File: src/rtl/i2c_pkg.sv
// i2c_pkg: definitions shared by the I2C master blocks.
//   - state_t   : SCL generator phase encoding (IDLE = 0)
//   - SL_*      : rate-select codes for the sl input
//   - DIV_*_50M : default quarter-period dividers for a 50 MHz clock
package i2c_pkg;

    typedef enum logic [2:0] {
        IDLE  = 3'd0,
        LOW0  = 3'd1,
        LOW1  = 3'd2,
        HIGH0 = 3'd3,
        HIGH1 = 3'd4
    } state_t;

    localparam logic [1:0] SL_STD   = 2'b00;
    localparam logic [1:0] SL_FAST  = 2'b01;
    localparam logic [1:0] SL_FASTP = 2'b10;
    localparam logic [1:0] SL_CFG   = 2'b11;

    localparam int DIV_STD_50M   = 125;  // 100 kHz
    localparam int DIV_FAST_50M  = 31;   // ~400 kHz
    localparam int DIV_FASTP_50M = 12;   // ~1 MHz
    localparam int DIV_MIN_DEF   = 2;

    function automatic int max_int(input int a, input int b);
        return (a > b) ? a : b;
    endfunction

endpackage

File: src/rtl/i2c_sync2.sv
// i2c_sync2: two-flop synchroniser for an asynchronous input.
//   CLOCK_50 : clock
//   rst      : asynchronous active-high reset, both flops load RST_VAL
//   d        : asynchronous input
//   q        : synchronised output (2-cycle latency)
module i2c_sync2 #(
    parameter logic RST_VAL = 1'b1
) (
    input  logic CLOCK_50,
    input  logic rst,
    input  logic d,
    output logic q
);

    logic meta_q;
    logic sync_q;

    always_ff @(posedge CLOCK_50 or posedge rst) begin
        if (rst) begin
            meta_q <= RST_VAL;
            sync_q <= RST_VAL;
        end else begin
            meta_q <= d;
            sync_q <= meta_q;
        end
    end

    assign q = sync_q;

endmodule

File: src/rtl/i2c_scl_gen.sv
// i2c_scl_gen: programmable I2C bit-clock generator.
//   CLOCK_50    : system clock
//   rst         : asynchronous active-high reset
//   en          : run request (sampled in IDLE and at the end of each period)
//   sl          : rate select (00/01/10 fixed dividers, 11 = div_cfg)
//   div_cfg     : runtime quarter-period for sl = 11
//   scl_in      : sensed SCL line (asynchronous)
//   scl_out     : SCL drive level, 1 = release
//   tick_fall / tick_data / tick_rise / tick_sample : 1-cycle phase strobes
//   stretching  : slave is holding SCL low during the high phase
//   busy        : generator is not idle
module i2c_scl_gen
    import i2c_pkg::*;
#(
    parameter int CNT_W   = 16,
    parameter int DIV_SL0 = DIV_STD_50M,
    parameter int DIV_SL1 = DIV_FAST_50M,
    parameter int DIV_SL2 = DIV_FASTP_50M,
    parameter int DIV_MIN = DIV_MIN_DEF
) (
    input  logic             CLOCK_50,
    input  logic             rst,
    input  logic             en,
    input  logic [1:0]       sl,
    input  logic [CNT_W-1:0] div_cfg,
    input  logic             scl_in,
    output logic             scl_out,
    output logic             tick_fall,
    output logic             tick_data,
    output logic             tick_rise,
    output logic             tick_sample,
    output logic             stretching,
    output logic             busy
);

    localparam logic [CNT_W-1:0] DIV0_W    = CNT_W'(DIV_SL0);
    localparam logic [CNT_W-1:0] DIV1_W    = CNT_W'(DIV_SL1);
    localparam logic [CNT_W-1:0] DIV2_W    = CNT_W'(DIV_SL2);
    localparam logic [CNT_W-1:0] DIV_MIN_W = CNT_W'(DIV_MIN);
    localparam logic [CNT_W-1:0] DIV_RST_W = CNT_W'(max_int(DIV_SL0, DIV_MIN));

    logic             scl_s;
    state_t           state_q, state_d;
    logic [CNT_W-1:0] q_q, q_d;
    logic [CNT_W-1:0] div_lat_q, div_lat_d;
    logic             scl_out_q, scl_out_d;
    logic             tick_fall_q, tick_fall_d;
    logic             tick_data_q, tick_data_d;
    logic             tick_rise_q, tick_rise_d;
    logic             tick_sample_q, tick_sample_d;
    logic             stretching_q, stretching_d;
    logic             busy_q, busy_d;
    logic [CNT_W-1:0] div_cand;
    logic [CNT_W-1:0] div_sel;
    logic             terminal;

    i2c_sync2 #(
        .RST_VAL (1'b1)
    ) u_scl_sync (
        .CLOCK_50 (CLOCK_50),
        .rst      (rst),
        .d        (scl_in),
        .q        (scl_s)
    );

    // Divider candidate, floored at DIV_MIN; only sampled on entry to LOW0.
    always_comb begin
        div_cand = DIV0_W;
        case (sl)
            SL_STD:   div_cand = DIV0_W;
            SL_FAST:  div_cand = DIV1_W;
            SL_FASTP: div_cand = DIV2_W;
            SL_CFG:   div_cand = div_cfg;
            default:  div_cand = DIV0_W;
        endcase
        div_sel = (div_cand < DIV_MIN_W) ? DIV_MIN_W : div_cand;
    end

    assign terminal = (q_q == div_lat_q - 1'b1);

    always_comb begin
        state_d       = state_q;
        q_d           = q_q + 1'b1;
        div_lat_d     = div_lat_q;
        scl_out_d     = scl_out_q;
        tick_fall_d   = 1'b0;
        tick_data_d   = 1'b0;
        tick_rise_d   = 1'b0;
        tick_sample_d = 1'b0;
        stretching_d  = 1'b0;

        case (state_q)
            IDLE: begin
                q_d       = '0;
                scl_out_d = 1'b1;
                if (en) begin
                    state_d     = LOW0;
                    div_lat_d   = div_sel;
                    scl_out_d   = 1'b0;
                    tick_fall_d = 1'b1;
                end
            end
            LOW0: begin
                if (terminal) begin
                    state_d     = LOW1;
                    q_d         = '0;
                    tick_data_d = 1'b1;
                end
            end
            LOW1: begin
                if (terminal) begin
                    state_d     = HIGH0;
                    q_d         = '0;
                    scl_out_d   = 1'b1;
                    tick_rise_d = 1'b1;
                end
            end
            HIGH0: begin
                // The counter freezes while the sensed line is low; this also
                // covers the synchroniser lag right after release.
                if (!scl_s) begin
                    q_d          = q_q;
                    stretching_d = 1'b1;
                end else if (terminal) begin
                    state_d       = HIGH1;
                    q_d           = '0;
                    tick_sample_d = 1'b1;
                end
            end
            HIGH1: begin
                if (terminal) begin
                    q_d = '0;
                    if (en) begin
                        state_d     = LOW0;
                        div_lat_d   = div_sel;
                        scl_out_d   = 1'b0;
                        tick_fall_d = 1'b1;
                    end else begin
                        state_d   = IDLE;
                        scl_out_d = 1'b1;
                    end
                end
            end
            default: begin
                state_d   = IDLE;
                q_d       = '0;
                scl_out_d = 1'b1;
            end
        endcase

        busy_d = (state_d != IDLE);
    end

    always_ff @(posedge CLOCK_50 or posedge rst) begin
        if (rst) begin
            state_q       <= IDLE;
            q_q           <= '0;
            div_lat_q     <= DIV_RST_W;
            scl_out_q     <= 1'b1;
            tick_fall_q   <= 1'b0;
            tick_data_q   <= 1'b0;
            tick_rise_q   <= 1'b0;
            tick_sample_q <= 1'b0;
            stretching_q  <= 1'b0;
            busy_q        <= 1'b0;
        end else begin
            state_q       <= state_d;
            q_q           <= q_d;
            div_lat_q     <= div_lat_d;
            scl_out_q     <= scl_out_d;
            tick_fall_q   <= tick_fall_d;
            tick_data_q   <= tick_data_d;
            tick_rise_q   <= tick_rise_d;
            tick_sample_q <= tick_sample_d;
            stretching_q  <= stretching_d;
            busy_q        <= busy_d;
        end
    end

    assign scl_out     = scl_out_q;
    assign tick_fall   = tick_fall_q;
    assign tick_data   = tick_data_q;
    assign tick_rise   = tick_rise_q;
    assign tick_sample = tick_sample_q;
    assign stretching  = stretching_q;
    assign busy        = busy_q;

endmodule

File: config.mk
export PLATFORM = sky130hd
export DESIGN_NAME = i2c_scl_gen
export DESIGN_NICKNAME = d
export VERILOG_FILES = /design/src/rtl/i2c_pkg.sv /design/src/rtl/i2c_sync2.sv /design/src/rtl/i2c_scl_gen.sv
export SDC_FILE = /design/constraint.sdc
export NUM_CORES = 1
export LEC_CHECK = 0
export CORE_MARGIN = 5
export CORE_UTILIZATION = 51
export DETAILED_ROUTE_END_ITERATION = 6
export GPL_ROUTABILITY_DRIVEN = 0
export PLACE_DENSITY = 0.76
export SYNTH_ARGS = -nofsm -noshare
export SYNTH_HDL_FRONTEND = slang
export SYNTH_HIERARCHICAL = 1
export SYNTH_SLANG_ARGS = --single-unit
File: constraint.sdc
create_clock -name CLOCK_50 -period 2.8 [get_ports CLOCK_50]
set_input_delay 0.7 -clock CLOCK_50 [delete_from_list [all_inputs] [get_ports CLOCK_50]]
set_output_delay 0.7 -clock CLOCK_50 [all_outputs]
set_load 0.02 [all_outputs]
==> impl_results.md <==
- Worst rel slew slack: 0.630
- RSZ-0062 raised after global routing: yes
- Ys flop type: dfrtp_1
- Sequential fraction of the synthesis area: 0.400
- FFs w/ async S/R, synth: 1.00
- Share of layout cells above drive strength 1: 0.261
- Setup_tns: -3.45 ns
- Crit Path Max Fanout: 18
- First-pass GRT wire length: 12.0 mm
- CTS tree: built
- Commonest non-fill, non-tap cell in the layout: dfrtp_1
- DRT iter0 DRCs: 205
- Failing checks: setup timing
- Final Setup Violations: 33
- Die Y: 83.8 um
- IO Count: 29
- DRT Pass-1 Iters: 5
- Number of flops mapped to enable cells by yosys: 0
- Worst R2R Start: div_lat_q[0]$_DFFE_PP1P_
- Syn Std Cell Area: 2780 um^2
- Post-Layout Cell Count: 422
- Run status: finished with violations
- Syn nets: 323
- Distinct cells, synth: 49
- Die X: 83.8 um
- Via count: 2489
- Post-CTS Hold Buffers: 0
- Max Slew Vio Count: 0
- # port buffers: 28
- Grt total ovfl: 0
- Gr usage total: 0.208
- CP endpoint kind: flop
- Final setup margin: -0.166 ns
- Initial antenna violation count: 0
- Synth warnings: 6
- Inserted Clock Buffers: 5
- Mapped Cells: 299
- Worst Path Arrival: 3.16 ns
- Crit path kind: flop to flop
- CP startpoint kind: flop
- Worst Hold Class: flop to flop
- Vias in the first global route: 2458
- Final Hold Fails: 0
- Upper clock frequency limit: 0.337 GHz
- R2r endpoint: div_lat_q[9]$_DFFE_PP0P_
- # H-tree levels: 2
- Vias per cell: 5.90
- Final period utilization: 1.06
- Critical Path Source: div_lat_q[0]$_DFFE_PP1P_
- Pleak: 1.48 nW
- ANT cells: 0
- Clock skew: 0.0115 ns
- HPWL after detailed placement: 4.98 mm
- Least-Margin Pin Slew: 0.552 ns
- Max Cap Viol: 0
- Worst-path clk slew: 0.09 ns
- Peak VDD IR: 0.620 mV
- Minimum clock period: 2.97 ns
- CTS Buffer Depth: 2
- Synthesis-to-layout area growth: 28.9%
- Nets: 375
- Core box area: 5200 um^2
- DRT Wirelength: 7.15 mm
- Mean post-synth cell area: 9.29 um^2
- Routed Antenna Nets: 0
- Residual DRC: 0
- Fillers: 396
- Inst Count DP: 409
- Clock sinks: 44
- Worst endpoint required time: 2.99 ns
- Pwr dens: 932 nW/um^2
- Wire per inst: 17.0 um
- Clock Latency Late Sink: 0.31 ns
- Sequential Area: 1110 um^2
- Area occupied by multi-input gates: 1640 um^2
- Biggest regs: div_lat_q (16), q_q (16), state_q (3)
- Most frequent cells in the layout: dfrtp_1, clkdlybuf4s50_1, buf_4
- FF-to-FF setup slack: -0.17 ns
- Largest net degree at the start of global routing: 43
- Worst setup endpoint: div_lat_q[9]$_DFFE_PP0P_
- Row count: 26
- Clk root buf: clkbuf_8
- Worst reg-to-reg path cell count: 10
- Number of synthesized register bits: 44
- Die ar.: 7020 um^2
- Initial Util: 0.534
-- worst min-delay path by stage --
stage / from / to / slack [ns] / cells after the start
2_1_floorplan: u_scl_sync/meta_q$_DFF_PP1_ / u_scl_sync/q$_DFF_PP1_ / 0.35 / 0
3_3_place_gp: u_scl_sync/meta_q$_DFF_PP1_ / u_scl_sync/q$_DFF_PP1_ / 0.35 / 0
3_5_place_dp: u_scl_sync/meta_q$_DFF_PP1_ / u_scl_sync/q$_DFF_PP1_ / 0.35 / 0
4_1_cts: u_scl_sync/meta_q$_DFF_PP1_ / u_scl_sync/q$_DFF_PP1_ / 0.37 / 0
5_1_grt: u_scl_sync/meta_q$_DFF_PP1_ / u_scl_sync/q$_DFF_PP1_ / 0.37 / 0
6_report: u_scl_sync/meta_q$_DFF_PP1_ / u_scl_sync/q$_DFF_PP1_ / 0.36 / 0
-- area by class of cell --
class / count / area share
Clock buffer: 5 / 0.0192
Clock inverter: 3 / 0.00664
Inverter: 22 / 0.0238
Multi-Input combinational cell: 217 / 0.459
Sequential cell: 44 / 0.311
Tap cell: 70 / 0.0245
Timing Repair Buffer: 61 / 0.156
-- layer usage --
metal,wire length (um),up-vias,global-route usage
li1,-,1198,-
met1,3200,1200,0.274
met2,3520,76,0.340
met3,301,15,0.0385
met4,131,0,0.0760
met5,0,-,0
-- cell families (layout without fill, tap and decap cells) --
group	Yosys count	count (layout)	synth area share
AO/OA/AOI/OAI	54	54	0.138
buffers and inverters	38	91	0.0577
flip-flops	44	44	0.400
adder cells (fa/ha/maj)	2	2	0.00901
multiplexers	24	24	0.103
XOR/XNOR	17	17	0.0536
AND/OR/NAND/NOR	120	120	0.238
-- critical path, cell delays in order, from the launching register on --
cell,delay (ns)
dfstp_2,0.60
inv_4,0.05
ha_4,0.21
xnor2_2,0.13
nor2_1,0.10
o2111ai_1,0.11
or4_4,0.59
o41ai_4,0.46
nand3_4,0.12
buf_12,0.18
mux2_4,0.30
-- where the power goes --
| part | internal [W] | switching [W] |
|---|---|---|
| Clock | 0.000177 | 0.000236 |
| Sequential | 0.000853 | 0.000261 |
| Combinational | 0.000896 | 0.000914 |
| Total | 0.00193 | 0.00141 |
-- cell usage after synthesis (2+ instances only) --
master | count | area share
dfrtp_1 | 35 | 0.32
nand2_1 | 27 | 0.036
inv_1 | 21 | 0.028
o21ai_0 | 15 | 0.027
nand3_1 | 14 | 0.025
a31oi_1 | 13 | 0.029
nor2_1 | 13 | 0.018
nor4_1 | 13 | 0.029
xnor2_1 | 12 | 0.038
and3_1 | 11 | 0.025
clkbuf_1 | 11 | 0.015
or4_1 | 11 | 0.030
dfstp_2 | 9 | 0.085
mux2i_1 | 9 | 0.032
mux2_2 | 8 | 0.032
mux2_4 | 7 | 0.038
nor3_1 | 7 | 0.013
or3_1 | 7 | 0.016
o31ai_1 | 5 | 0.014
xor2_1 | 5 | 0.016
nand3b_1 | 4 | 0.011
nand4_1 | 3 | 0.0068
o31a_1 | 3 | 0.0095
or2_2 | 3 | 0.0068
a21boi_0 | 2 | 0.0054
a21oi_1 | 2 | 0.0036
and2_1 | 2 | 0.0045
buf_2 | 2 | 0.0036
buf_6 | 2 | 0.0081
ha_1 | 2 | 0.0090
nand2b_1 | 2 | 0.0045
o22ai_1 | 2 | 0.0045
-- what timing repair did --
item / 4_1_cts / 5_1_grt
gates cloned: 0 / 1
setup buffers: 0 / 4
pin swaps: 4 / 3
gates resized for setup: 10 / 13
setup endpoints to repair: 31 / 37
-- metrics by stage --
stage,power (W),setup WS [ns],util,area [um^2],hold WS [ns]
CTS,0.00317,-0.0922,0.667,3470,0.365
global route,0.00355,-0.268,0.688,3580,0.375
finish,0.00334,-0.166,0.688,3580,0.364
global placement,0.00268,-0.0317,0.645,3360,0.351
detailed placement,0.00272,-0.116,0.645,3360,0.348
floorplan,0.00217,-0.126,-,2860,0.345
Note: power is estimated with default switching activity, not from simulation.
==> variant 1 (config.mk and constraints unchanged) <==
Re-encode `state_t` (5 states) as Gray code, 3 bits wide.
--- a/src/rtl/i2c_pkg.sv
+++ b/src/rtl/i2c_pkg.sv
@@ -6,9 +6,9 @@
 
     typedef enum logic [2:0] {
-        IDLE  = 3'd0,
-        LOW0  = 3'd1,
-        LOW1  = 3'd2,
-        HIGH0 = 3'd3,
-        HIGH1 = 3'd4
+        IDLE  = 3'b000,
+        LOW0  = 3'b001,
+        LOW1  = 3'b011,
+        HIGH0 = 3'b010,
+        HIGH1 = 3'b110
     } state_t;
 
Function: no difference found for any inputs over 10 cycles, from zero or initial values and one cycle with rst high; not proved beyond that.
==> variant 1 against the unedited design <==
The run still ends with negative setup slack left; area after synthesis increased by 11%; sequential cell count did not move; wire length grew 9.0%; critical path depth stayed put; power decreased by 24%; design area increased by 8.4%; setup slack better by 0.064 ns; largest cell class unchanged; highest routed layer unchanged.
==> variant 1: results (changes against the unedited design) <==
{
  "detail_route.wl_per_cell": {"value": 16.74, "unit": "um", "change": "-1.3%"},
  "timing.rr.start": "div_lat_q[8]",
  "layout_setup_ws": {"value": -0.1030, "unit": "ns", "change": "+0.06350 ns"},
  "cp.arrival": {"value": 3.09, "unit": "ns", "change": "-0.07 ns"},
  "finalSetupViolations": {"value": 24, "change": "-27%"},
  "routed-via-count": {"value": 2836, "change": "+14%"},
  "synth.yosys.seq_area_share": {"value": 35.93, "unit": "%", "change": "-4.1 points"},
  "synth.lib_cells_used.distinct": {"value": 60, "change": "+22%"},
  "holdWs": {"value": 0.3632, "unit": "ns", "change": "-0.0003990 ns"},
  "place.detailed.hpwl": {"value": 5.521, "unit": "mm", "change": "+11%"},
  "filler_cell_count": {"value": 466, "change": "+18%"},
  "synth-compound-area-share": {"value": 19.81, "unit": "%", "change": "+6.0 points"},
  "fraction_of_final_layout_cells_sized_beyond_drive_strength_1": {"value": 25.06, "unit": "%", "change": "-1.1 points"},
  "worst_pin_slew": {"value": 0.6493, "unit": "ns", "change": "+0.09741 ns"},
  "grt_util_all_layers": {"value": 20.79, "unit": "%", "change": "about the same"},
  "first_global_vias": {"value": 2609, "change": "+6.1%"},
  "number_of_cells_after_detailed_placement": {"value": 450, "change": "+10%"},
  "synth_fp_nets": {"value": 370, "change": "+15%"},
  "yosys-top-cells-count": "35 x sky130_fd_sc_hd__dfrtp_1, 21 x sky130_fd_sc_hd__nor2_1, 20 x sky130_fd_sc_hd__nand2_1",
  "preCtsSetupSlack": {"value": -0.1139, "unit": "ns", "change": "+0.002267 ns"},
  "critical-path-max-stage-delay": {"value": 0.53, "unit": "ns", "change": "-0.07 ns"},
  "max_ir_drop_vdd": {"value": 0.3135, "unit": "mV", "change": "-49%"},
  "cp_max_fo": {"value": 5, "change": "-13"},
  "netSwitchingFraction": {"value": 38.30, "unit": "%", "change": "-4.0 points"},
  "run_status": "finished with violations",
  "avgSynthCellArea": {"value": 8.946, "unit": "sq um", "change": "-3.7%"},
  "tns": {"value": -1.279, "unit": "ns", "change": "+2.173 ns"},
  "fin_nets": {"value": 414, "change": "+10%"},
  "muxShareOfSynthArea": {"value": 4.689, "unit": "%", "change": "-5.6 points"},
  "failed_checks": "negative setup slack",
  "yosys.area_share.adder": {"value": 0.8084, "unit": "%", "change": "-0.092 points"},
  "post_dp_cell_area": {"value": 0.003582, "unit": "sq mm", "change": "+6.7%"},
  "drt_iter0_markers": {"value": 154, "change": "-25%"}
}
==> variant 1: cell types whose count changed after synthesis, moves of 7 or more <==
| cell | change |
|---|---|
| sky130_fd_sc_hd__a211oi_1 | +11 |
| sky130_fd_sc_hd__or4_1 | -8 |
| sky130_fd_sc_hd__nand2_1 | -7 |
| sky130_fd_sc_hd__inv_1 | -9 |
| sky130_fd_sc_hd__a31oi_1 | -13 |
| sky130_fd_sc_hd__mux2i_1 | -8 |
| sky130_fd_sc_hd__nor3b_1 | +11 |
| sky130_fd_sc_hd__nor2_1 | +8 |
| sky130_fd_sc_hd__a21oi_1 | +10 |
| sky130_fd_sc_hd__clkbuf_1 | +8 |
| sky130_fd_sc_hd__nor3_1 | +10 |
| sky130_fd_sc_hd__mux2_4 | -7 |
==> variant 1: layout make-up <==
| class | instances | area [sq um] | share of cell area [%] |
|---|---|---|---|
| Tap cell | 75 | 93.84 | 2.419 |
| Inverter | 13 | 48.80 | 1.258 |
| Multi-Input combinational cell | 265 | 1941 | 50.02 |
| Clock inverter | 2 | 35.03 | 0.9029 |
| Sequential cell | 44 | 1112 | 28.67 |
| Clock buffer | 6 | 72.57 | 1.870 |
| Timing Repair Buffer | 61 | 576.8 | 14.87 |
==> variant 1: power by group through the flow <==
stage          sequential [mW]  combinational (mW)  clock (mW)
6_report                 0.893                1.17       0.488
5_1_grt                  0.909                1.30       0.527
4_1_cts                  0.888                1.14       0.494
3_3_place_gp             0.895                1.09           0
3_5_place_dp             0.900                1.12           0
2_1_floorplan            0.832               0.875           0
==> variant 1: cells by family after synthesis <==
group           count (synthesis)
mux                            13
flops                          44
simple gates                  149
compound gates                 84
buf+inv                        38
fa+ha+maj                       2
xor+xnor                       16
==> variant 1: worst max-delay path by stage <==
| stage | startpoint | endpoint | slack [ns] | cells after the start |
|---|---|---|---|---|
| after global placement | div_lat_q[1] | div_lat_q[15] | -0.005 | 10 |
| after detailed placement | div_lat_q[1] | div_lat_q[8] | -0.11 | 10 |
| after floorplan | div_lat_q[8] | q_q[13] | -0.009 | 9 |
| after global routing | div_lat_q[8] | q_q[11] | -0.20 | 9 |
| final | div_lat_q[8] | div_lat_q[12] | -0.10 | 10 |
| after CTS | div_lat_q[8] | q_q[3] | -0.05 | 9 |
==> variant 1: repair_timing <==
item                                    in CTS  in global routing
cloned                                       0                  3
buffers inserted                             1                  4
gates resized for setup                      4                 30
pin swaps                                    2                 22
hold buffers                                 0                  0
endpoints found under the setup margin      36                 37
==> variant 1: metal layers <==
layer	vias to the layer above	GRT usage, %	routed length [um]
li1	1387	-	-
met1	1355	28.13	3537
met2	80	33.42	3711
met3	14	3.951	361
met4	0	7.113	187
met5	-	0	0
==> variant 2 (config.mk and constraints unchanged) <==
Without the edit above. Change the parameter `CNT_W` from 16 to 14.
--- a/src/rtl/i2c_scl_gen.sv
+++ b/src/rtl/i2c_scl_gen.sv
@@ -13,5 +13,5 @@
     import i2c_pkg::*;
 #(
-    parameter int CNT_W   = 16,
+    parameter int CNT_W   = 14,
     parameter int DIV_SL0 = DIV_STD_50M,
     parameter int DIV_SL1 = DIV_FAST_50M,
Ports: changed (resized div_cfg); port bits go from 29 to 27. No check against the original RTL was run, so the function may have changed too.
==> variant 2 against the unedited design <==
The flow still finishes with violations (negative setup slack); non-clock buffer count shrank 11; design area decreased by 13%; area after synthesis shrank 14%; sequential share of layout area up 1.4 points; sequential cell count decreased by 4; wire length fell by 19%; setup slack improved by 0.13 ns; highest routed layer unchanged.
Power is not compared: it rests on default switching activity, and its combinational part moved more than twofold at a synthesized area within 25%.
==> variant 2: results (changes against the unedited design) <==
{
  "run_status": "finished with violations",
  "failed_checks": "negative setup slack",
  "layout.sequential_cells": {"value": 40, "change": "-9.1%"},
  "multi_input_cells": {"value": 176, "change": "-19%"},
  "seq_share": {"value": 32.50, "unit": "%", "change": "+1.4 points"},
  "number_of_cells_after_detailed_placement": {"value": 323, "change": "-21%"},
  "detail_route.wl_per_cell": {"value": 17.01, "unit": "um", "change": "+0.38%"},
  "finalSetupViolations": {"value": 13, "change": "-61%"},
  "cp_max_fo": {"value": 8, "change": "-10"},
  "clock-skew-final": {"value": 0.008593, "unit": "ns", "change": "-0.002867 ns"},
  "clkLatencyLatePin": {"value": 0.29, "unit": "ns", "change": "-0.02 ns"},
  "synth.lib_cells_used.distinct": {"value": 47, "change": "-4.1%"},
  "layout_top_registers": "div_lat_q (14), q_q (14), state_q (3)",
  "synth.yosys.seq_area_share": {"value": 42.22, "unit": "%", "change": "+2.2 points"},
  "clock_cell_share": {"value": 2.973, "unit": "%", "change": "+0.39 points"},
  "drt_iter0_markers": {"value": 78, "change": "-62%"},
  "yosys-top-cells-count": "31 x sky130_fd_sc_hd__dfrtp_1, 24 x sky130_fd_sc_hd__nand2_1, 12 x sky130_fd_sc_hd__xnor2_1",
  "muxShareOfSynthArea": {"value": 8.977, "unit": "%", "change": "-1.3 points"},
  "synth_fp_nets": {"value": 261, "change": "-19%"},
  "nonClkBufAreaFrac": {"value": 16.75, "unit": "%", "change": "+1.1 points"},
  "grt_max_degree": {"value": 39, "change": "-9.3%"},
  "finished_layout_cells": {"value": 339, "change": "-20%"},
  "first_global_vias": {"value": 1978, "change": "-20%"},
  "placement.io_buffers": {"value": 26, "change": "-7.1%"},
  "cp.arrival": {"value": 3.01, "unit": "ns", "change": "-0.15 ns"},
  "layout_worst_path_cycle_share": {"value": 101.4, "unit": "%", "change": "-4.5 points"},
  "synth-compound-area-share": {"value": 11.85, "unit": "%", "change": "-2.0 points"},
  "worst_pin_slew": {"value": 0.5492, "unit": "ns", "change": "-0.002756 ns"},
  "preCtsSetupSlack": {"value": -0.09160, "unit": "ns", "change": "+0.02458 ns"},
  "post_dp_cell_area": {"value": 0.002814, "unit": "sq mm", "change": "-16%"},
  "drt_pre_antenna_iters": {"value": 4, "change": "-1"},
  "critPathSlowestCell": "sky130_fd_sc_hd__or4_4",
  "instance_count_of_the_mapped_netlist": {"value": 239, "change": "-20%"},
  "place.detailed.hpwl": {"value": 3.807, "unit": "mm", "change": "-24%"},
  "drt-vias-per-instance": {"value": 5.870, "change": "-0.47%"},
  "nClkBuffers": {"value": 6, "change": "+1"},
  "filler_cell_count": {"value": 349, "change": "-12%"},
  "layout_setup_ws": {"value": -0.03932, "unit": "ns", "change": "+0.1271 ns"},
  "synth-xor-area-share": {"value": 7.672, "unit": "%", "change": "+2.3 points"},
  "multi_input_comb_area": {"value": 0.001379, "unit": "sq mm", "change": "-16%"},
  "yosys.area_share.adder": {"value": 1.044, "unit": "%", "change": "+0.14 points"},
  "final.signal_inverter_count": {"value": 11, "change": "-50%"},
  "critical-path-max-stage-delay": {"value": 0.50, "unit": "ns", "change": "-0.10 ns"}
}
==> variant 2: through the flow <==
stage / TNS [ns] / total power, mW / hold WS [ns]
finish: -0.3053 / 1.596 / 0.3622
floorplan: -0.07296 / 1.014 / 0.3452
global placement: 0 / 1.140 / 0.3463
CTS: -0.05303 / 1.575 / 0.3625
global route: -1.113 / 1.686 / 0.3667
detailed placement: -1.130 / 1.154 / 0.3475
==> variant 2: where the power goes <==
part	switching [mW]	leakage, nW	internal [mW]	total (mW)
combinational	0.245	0.878	0.227	0.472
sequential	0.0893	0.505	0.643	0.732
clock	0.195	0.0510	0.197	0.392
==> variant 2: cells by family (layout without fill, tap and decap cells) <==
logic type	Yosys count	after routing
AND/OR/NAND/NOR	98	98
XOR/XNOR	21	21
flip-flops	40	40
buffers and inverters	23	69
AO/OA/AOI/OAI	37	37
multiplexers	18	18
adder cells (fa/ha/maj)	2	2
==> variant 2: timing repair <==
action | CTS | global route
buffers inserted | 3 | 4
endpoints found under the setup margin | 25 | 29
pin swaps | 1 | 3
gates cloned | 1 | 1
resized for setup | 10 | 11
==> variant 2: layer usage <==
metal  vias to the layer above  global-route usage [%]  routed length, um
met5                         -                       0                  0
met4                         0                   7.343                127
met3                        15                   4.128                148
met2                        36                   31.58               2875
met1                       976                   23.99               2616
li1                        963                       -                  -
==> variant 2: path summary, 6_finish.rpt <==
path | from | endpoint | slack [ns] | cells past startpoint
hold reg to reg | u_scl_sync/meta_q | u_scl_sync/q | 0.36 | 0
hold / removal | u_scl_sync/meta_q | u_scl_sync/q | 0.36 | 0
min in group asynchronous | rst | u_scl_sync/q | 0.75 | 2
setup / recovery | div_lat_q[1] | div_lat_q[8] | -0.04 | 11
max in group asynchronous | rst | div_lat_q[6] | 1.59 | 3
setup reg to reg | div_lat_q[1] | div_lat_q[8] | -0.04 | 11
